<file path="src/rtl/bram_port_arbiter.sv">
// Two-requester round-robin arbiter for one single-port BRAM with bounded burst hold.
// Registers the BRAM command and steers read data back to the issuing requester.
module bram_port_arbiter #(
    parameter int ADDR_WIDTH   = 32,
    parameter int DATA_WIDTH   = 32,
    parameter int WEN_WIDTH    = (DATA_WIDTH + 7) / 8,
    parameter int READ_LATENCY = 1,
    parameter int MAX_BURST    = 8
) (
    input  logic                  Clk,
    input  logic                  Rst,
    input  logic                  P0_Req,
    input  logic [ADDR_WIDTH-1:0] P0_Addr,
    input  logic [DATA_WIDTH-1:0] P0_Din,
    input  logic [WEN_WIDTH-1:0]  P0_WEN,
    output logic                  P0_Gnt,
    output logic [DATA_WIDTH-1:0] P0_Dout,
    output logic                  P0_RValid,
    input  logic                  P1_Req,
    input  logic [ADDR_WIDTH-1:0] P1_Addr,
    input  logic [DATA_WIDTH-1:0] P1_Din,
    input  logic [WEN_WIDTH-1:0]  P1_WEN,
    output logic                  P1_Gnt,
    output logic [DATA_WIDTH-1:0] P1_Dout,
    output logic                  P1_RValid,
    output logic [ADDR_WIDTH-1:0] O_Addr,
    output logic                  O_EN,
    output logic [DATA_WIDTH-1:0] O_Din,
    output logic [WEN_WIDTH-1:0]  O_WEN,
    input  logic [DATA_WIDTH-1:0] O_Dout,
    output logic                  Owner,
    output logic                  Busy
);

    localparam int CW = $clog2(MAX_BURST + 1);
    localparam logic [CW-1:0] MAX_C = CW'(MAX_BURST);
    localparam logic [CW-1:0] ONE_C = CW'(1);

    typedef enum logic [1:0] {
        IDLE = 2'd0,
        OWN0 = 2'd1,
        OWN1 = 2'd2
    } state_t;

    state_t                  state_r;
    state_t                  next_state_s;
    logic [CW-1:0]           count_r;
    logic [CW-1:0]           next_count_s;
    logic [CW-1:0]           count_inc_s;
    logic                    last_r;
    logic                    owner_r;
    logic                    gnt0_s;
    logic                    gnt1_s;
    logic                    push_s;
    logic [READ_LATENCY-1:0] tag_v_r;
    logic [READ_LATENCY-1:0] tag_id_r;
    logic                    rv0_r;
    logic                    rv1_r;

    // Grant selection and next-state/count computation
    always_comb begin
        gnt0_s       = 1'b0;
        gnt1_s       = 1'b0;
        next_state_s = IDLE;
        next_count_s = count_r;
        count_inc_s  = (count_r == MAX_C) ? MAX_C : (count_r + ONE_C);
        case (state_r)
            IDLE: begin
                if (P0_Req && P1_Req) begin
                    gnt0_s = last_r;
                    gnt1_s = ~last_r;
                end else if (P0_Req) begin
                    gnt0_s = 1'b1;
                end else if (P1_Req) begin
                    gnt1_s = 1'b1;
                end else begin
                    gnt0_s = 1'b0;
                    gnt1_s = 1'b0;
                end
            end
            OWN0: begin
                if (P0_Req && ((count_r < MAX_C) || !P1_Req)) begin
                    gnt0_s = 1'b1;
                end else if (P1_Req) begin
                    gnt1_s = 1'b1;
                end else begin
                    gnt0_s = 1'b0;
                    gnt1_s = 1'b0;
                end
            end
            OWN1: begin
                if (P1_Req && ((count_r < MAX_C) || !P0_Req)) begin
                    gnt1_s = 1'b1;
                end else if (P0_Req) begin
                    gnt0_s = 1'b1;
                end else begin
                    gnt0_s = 1'b0;
                    gnt1_s = 1'b0;
                end
            end
            default: begin
                gnt0_s = 1'b0;
                gnt1_s = 1'b0;
            end
        endcase
        // Staying with the same owner extends the burst; any handover restarts it at 1
        if (gnt0_s) begin
            next_state_s = OWN0;
            next_count_s = (state_r == OWN0) ? count_inc_s : ONE_C;
        end else if (gnt1_s) begin
            next_state_s = OWN1;
            next_count_s = (state_r == OWN1) ? count_inc_s : ONE_C;
        end else begin
            next_state_s = IDLE;
            next_count_s = count_r;
        end
    end

    // Arbitration state, burst counter and round-robin history
    always_ff @(posedge Clk or posedge Rst) begin
        if (Rst) begin
            state_r <= IDLE;
            count_r <= {CW{1'b0}};
            last_r  <= 1'b1;
            owner_r <= 1'b0;
        end else begin
            state_r <= next_state_s;
            count_r <= next_count_s;
            if (gnt0_s || gnt1_s) begin
                last_r  <= gnt1_s;
                owner_r <= gnt1_s;
            end else begin
                last_r  <= last_r;
                owner_r <= owner_r;
            end
        end
    end

    // Registered BRAM command; only the enable drops on idle cycles
    always_ff @(posedge Clk or posedge Rst) begin
        if (Rst) begin
            O_EN   <= 1'b0;
            O_Addr <= {ADDR_WIDTH{1'b0}};
            O_Din  <= {DATA_WIDTH{1'b0}};
            O_WEN  <= {WEN_WIDTH{1'b0}};
        end else if (gnt0_s) begin
            O_EN   <= 1'b1;
            O_Addr <= P0_Addr;
            O_Din  <= P0_Din;
            O_WEN  <= P0_WEN;
        end else if (gnt1_s) begin
            O_EN   <= 1'b1;
            O_Addr <= P1_Addr;
            O_Din  <= P1_Din;
            O_WEN  <= P1_WEN;
        end else begin
            O_EN   <= 1'b0;
        end
    end

    assign push_s = (gnt0_s && (P0_WEN == {WEN_WIDTH{1'b0}})) ||
                    (gnt1_s && (P1_WEN == {WEN_WIDTH{1'b0}}));

    // Read-tag pipe aligned with O_EN; the final register lines up with BRAM data
    always_ff @(posedge Clk or posedge Rst) begin
        if (Rst) begin
            tag_v_r  <= {READ_LATENCY{1'b0}};
            tag_id_r <= {READ_LATENCY{1'b0}};
            rv0_r    <= 1'b0;
            rv1_r    <= 1'b0;
        end else begin
            tag_v_r[0]  <= push_s;
            tag_id_r[0] <= gnt1_s;
            for (int i = 1; i < READ_LATENCY; i++) begin
                tag_v_r[i]  <= tag_v_r[i-1];
                tag_id_r[i] <= tag_id_r[i-1];
            end
            rv0_r <= tag_v_r[READ_LATENCY-1] & ~tag_id_r[READ_LATENCY-1];
            rv1_r <= tag_v_r[READ_LATENCY-1] &  tag_id_r[READ_LATENCY-1];
        end
    end

    assign P0_Gnt    = gnt0_s & ~Rst;
    assign P1_Gnt    = gnt1_s & ~Rst;
    assign P0_RValid = rv0_r;
    assign P1_RValid = rv1_r;
    assign P0_Dout   = rv0_r ? O_Dout : {DATA_WIDTH{1'b0}};
    assign P1_Dout   = rv1_r ? O_Dout : {DATA_WIDTH{1'b0}};
    assign Owner     = owner_r;
    assign Busy      = (state_r != IDLE) || (|tag_v_r);

endmodule

</file>
<file path="config.mk">
export PLATFORM = sky130hd
export DESIGN_NAME = bram_port_arbiter
export DESIGN_NICKNAME = d
export VERILOG_FILES = /design/src/rtl/bram_port_arbiter.sv
export SDC_FILE = /design/constraint.sdc
export NUM_CORES = 1
export LEC_CHECK = 0
export BUFFER_PORTS_ARGS = -buffer_cell sky130_fd_sc_hd__clkbuf_2
export CAP_MARGIN = 20
export CORE_AREA = 2 2 120 122
export DETAILED_ROUTE_END_ITERATION = 7
export DIE_AREA = 0 0 122 124
export GPL_ROUTABILITY_DRIVEN = 1
export PLACE_DENSITY_LB_ADDON = 0.15
export SLEW_MARGIN = 5
export SYNTH_ARGS = -nofsm -noshare
export SYNTH_HDL_FRONTEND = slang
export SYNTH_SLANG_ARGS = --single-unit
export TNS_END_PERCENT = 1
</file>
<file path="constraint.sdc">
create_clock -name Clk -period 6.5 [get_ports Clk]
set_input_delay 0.325 -clock Clk [delete_from_list [all_inputs] [get_ports Clk]]
set_output_delay 0.325 -clock Clk [all_outputs]
set_load 0.02 [all_outputs]
</file>
==> summary.md <==
| Metric | Value |
|---|---|
| Critical Path End Type | `output port` |
| DR WL/cell | `15.36 µm` |
| Fin Setup TNS | `0 ps` |
| Final core utilization | `0.4526` |
| Number of top-level pins | `311` |
| Proportion of layout cells with a drive suffix above 1 | `0.4289` |
| Maximum clock frequency | `373.7 MHz` |
| Clock root buffer | `clkbuf_16` |
| Syn Nets | `680` |
| Cell count after synthesis | `506` |
| CP Class | `reg -> out` |
| RSZ-0062 raised after global routing | `false` |
| Post-Syn Area | `0.004219 mm²` |
| Worst-Margin Slew | `765.9 ps` |
| Dpl hpwl | `11,180 µm` |
| Worst-Skew Late Latency | `340 ps` |
| Max-cap violations | `0` |
| Sequential fraction of the synthesis area | `0.4807` |
| Nets | `964` |
| R2r startpoint | `state_r[0]` |
| Syn_area_per_cell | `8.338 µm²` |
| Critical path data required time | `6170 ps` |
| Filler Cell Count | `1,383` |
| Detailed Routing Iterations Pass 1 | `4` |
| GRT met2 Usage | `0.3516` |
| Vert. Die Dim | `124 µm` |
| Starting density of the core | `0.3075` |
| Crit path buffers/inverters | `2` |
| WL final | `15,010 µm` |
| Critical Path Sink | `P1_Gnt` |
| Leakage | `3.197 nW` |
| Vias in the first global route | `4,444` |
| Post-route setup slack | `3824 ps` |
| CTS tree | `built` |
| Row cnt | `43` |
| Hold buffers post-CTS | `0` |
| Sink count of the clock tree | `81` |
| FF+latch count, synth | `81` |
| DR vias | `4,782` |
| Slew Limit Headroom | `0.4894` |
| Power per cell area | `269.4 mW/mm²` |
| Crit path time final | `2676 ps` |
| Status | `finished clean` |
| H-Tree Depth | `3` |
| Commonest non-fill, non-tap cell in the layout | `clkbuf_2` |
| Worst reg2reg endpoint | `O_Addr[1]` |
| Final Hold Fails | `0` |
| Core Area | `0.01372 mm²` |
| Die Footprint | `0.01513 mm²` |
| Met3 Usage GRT | `0.04625` |
| Post-route DRC | `0` |
| Met1 global-route usage | `0.2070` |
| Area Growth Syn to Fin | `47.18%` |
| CTS resizes | `0` |
| Worst R2R Setup Slack | `4180 ps` |
| Critical path, cell by cell | `nand2b_4 > a221oi_4 > buf_4 > or2_1 > nor2_1 > clkbuf_2` |
| Synth unique cells | `34` |
| Final period util | `0.4116` |
| DRT antenna net count | `0` |
| Design Power | `1.673 mW` |
| WP data arrival | `2350 ps` |
| Sw Ratio | `0.3554` |
| Final setup viols | `0` |
| I/O Buffers | `310` |
| Tightest Hold Check Type | `in -> async` |
| Internal power | `1.078 mW` |
| Largest net degree at the start of global routing | `69` |
| Pre-CTS setup slack | `4172 ps` |
| Layer with the highest usage | `met2` |
| Total CTS buffers | `9` |
| Highest-count cells in the layout ignoring fill and taps | `310 x clkbuf_2, 126 x nor3_1, 80 x dfrtp_1` |
| DRT iter0 DRCs | `146` |
| Global-route wire length before repair | `22,120 µm` |
| Startpoint types | `flop` |
| Max FO, Critical Path | `64` |
| Post-DP Area | `0.005907 mm²` |
| Peak VDD IR | `0.1113 mV` |
| Clock transition at path regs | `60 ps` |
| Max-slew violations | `0` |
| Combinational share of power | `0.305` |
| CP top delay family | `buffers and inverters` |
| Worst reg-to-reg path cell count | `6` |
| Final Wtd Congestion | `0.8142` |
| Clk_skew | `7.670 ps` |
| Setup Buffers After CTS | `0` |
| Die Wd | `122 µm` |
| Seq pwr share | `0.393` |
| Antenna violations before repair | `2` |
| Critical Path Max Stage Delay | `610 ps` |
| Net switching power | `0.5946 mW` |
| GRT overflow | `0` |
| Critical-path cell with the highest stage delay | `buf_4` |
| Clk buf depth | `2` |
| Worst Setup SP | `state_r[0]` |
| Global-route usage over all layers | `0.1895` |
| Synth warn | `0` |
| Vias/cell | `4.895` |
| Clock share of power | `0.302` |
| Cell area after layout | `0.006210 mm²` |
| Critical path depth | `6` |
power by group through the flow:
| stage | Clock (mW) | Sequential (mW) | Combinational, mW |
|---|---|---|---|
| floorplan | 0 | 0.758 | 0.207 |
| global placement | 0 | 0.665 | 0.508 |
| detailed placement | 0 | 0.667 | 0.518 |
| CTS | 0.518 | 0.659 | 0.518 |
| global route | 0.544 | 0.670 | 0.559 |
| finish | 0.505 | 0.658 | 0.510 |
metal layers:
layer,wire length (µm),vias to the layer above
met5,0,-
met4,403,0
met3,1031,23
met2,7963,190
met1,5612,2269
li1,-,2300
registers in the layout (all words and copies together), names as in the netlist:
signal and cells:
tag_id_r 1, count_r 4, Owner 1, O_WEN 4, P0_RValid 1, state_r 2
O_EN 1, tag_v_r 1, P1_RValid 1, O_Din 32, O_Addr 32, last_r 1
cell type report:
class                      count  area, µm²  share of cell area
antenna                        2      5.005           0.0008060
clock buffer                  10      229.0             0.03687
clock inverter                 6      68.82             0.01108
inverter                      10      38.79            0.006246
multi-input combinational    372       1993              0.3210
sequential                    81       2028              0.3266
tap                          180      225.2             0.03627
timing repair buffer         316       1622              0.2611
worst register-to-register path: cells and delay by family (launching register included):
family                 cells  cell delay, ps
AND/OR/NAND/NOR            2             470
AO/OA/AOI/OAI              2             560
buffers and inverters      2             710
flip-flops                 1             460
Yosys cell counts, drive strengths merged:
cell	count	area share
clkbuf	32	0.028
ha	2	0.0059
nor2	69	0.061
or4	2	0.0036
nand4	1	0.0015
nand2b	2	0.0047
nor3	126	0.15
nand2	9	0.0080
o22ai	2	0.0030
a221o	6	0.014
a221oi	1	0.0062
dfrtp	80	0.47
inv	9	0.0080
a22o	1	0.0021
a21oi	66	0.078
dfstp	1	0.0062
buf	11	0.012
clkinv	1	0.00089
and2	65	0.096
or3	1	0.0015
xor2	1	0.0021
a21o	1	0.0018
nand4b	1	0.0021
a21boi	6	0.011
mux2i	1	0.0024
a211o	2	0.0042
nor2b	2	0.0030
nand3	2	0.0024
or2	1	0.0015
o21ai	2	0.0033
worst min-delay path by stage:
| stage | start | to | slack [ps] | cells past startpoint |
|---|---|---|---|---|
| 2_1_floorplan | tag_id_r | P0_RValid | 390 | 1 |
| 3_3_place_gp | tag_id_r | P0_RValid | 450 | 1 |
| 3_5_place_dp | tag_id_r | P0_RValid | 440 | 1 |
| 4_1_cts | Rst | P0_RValid | 140 | 2 |
| 5_1_grt | Rst | P1_RValid | 180 | 2 |
| 6_report | Rst | P0_RValid | 120 | 2 |
kinds of logic after synthesis:
logic type	count (synthesis)	share of synthesized area
muxes	1	0.002373
xor gates and xnor gates	1	0.002076
and+or+nand+nor	281	0.3354
adders and majority gates	2	0.005930
DFF	81	0.4807
buffers and inverters	53	0.04982
AOI/OAI and AO/OA	87	0.1237
per-stage QoR:
step | hold slack, ps | std cells
final | 121.7 | 977
after global routing | 177.9 | 977
after CTS | 143.1 | 975
after global placement | 449.3 | 957
after floorplan | 394.7 | 506
after detailed placement | 443.3 | 959
(Power assumes the default switching activity.)
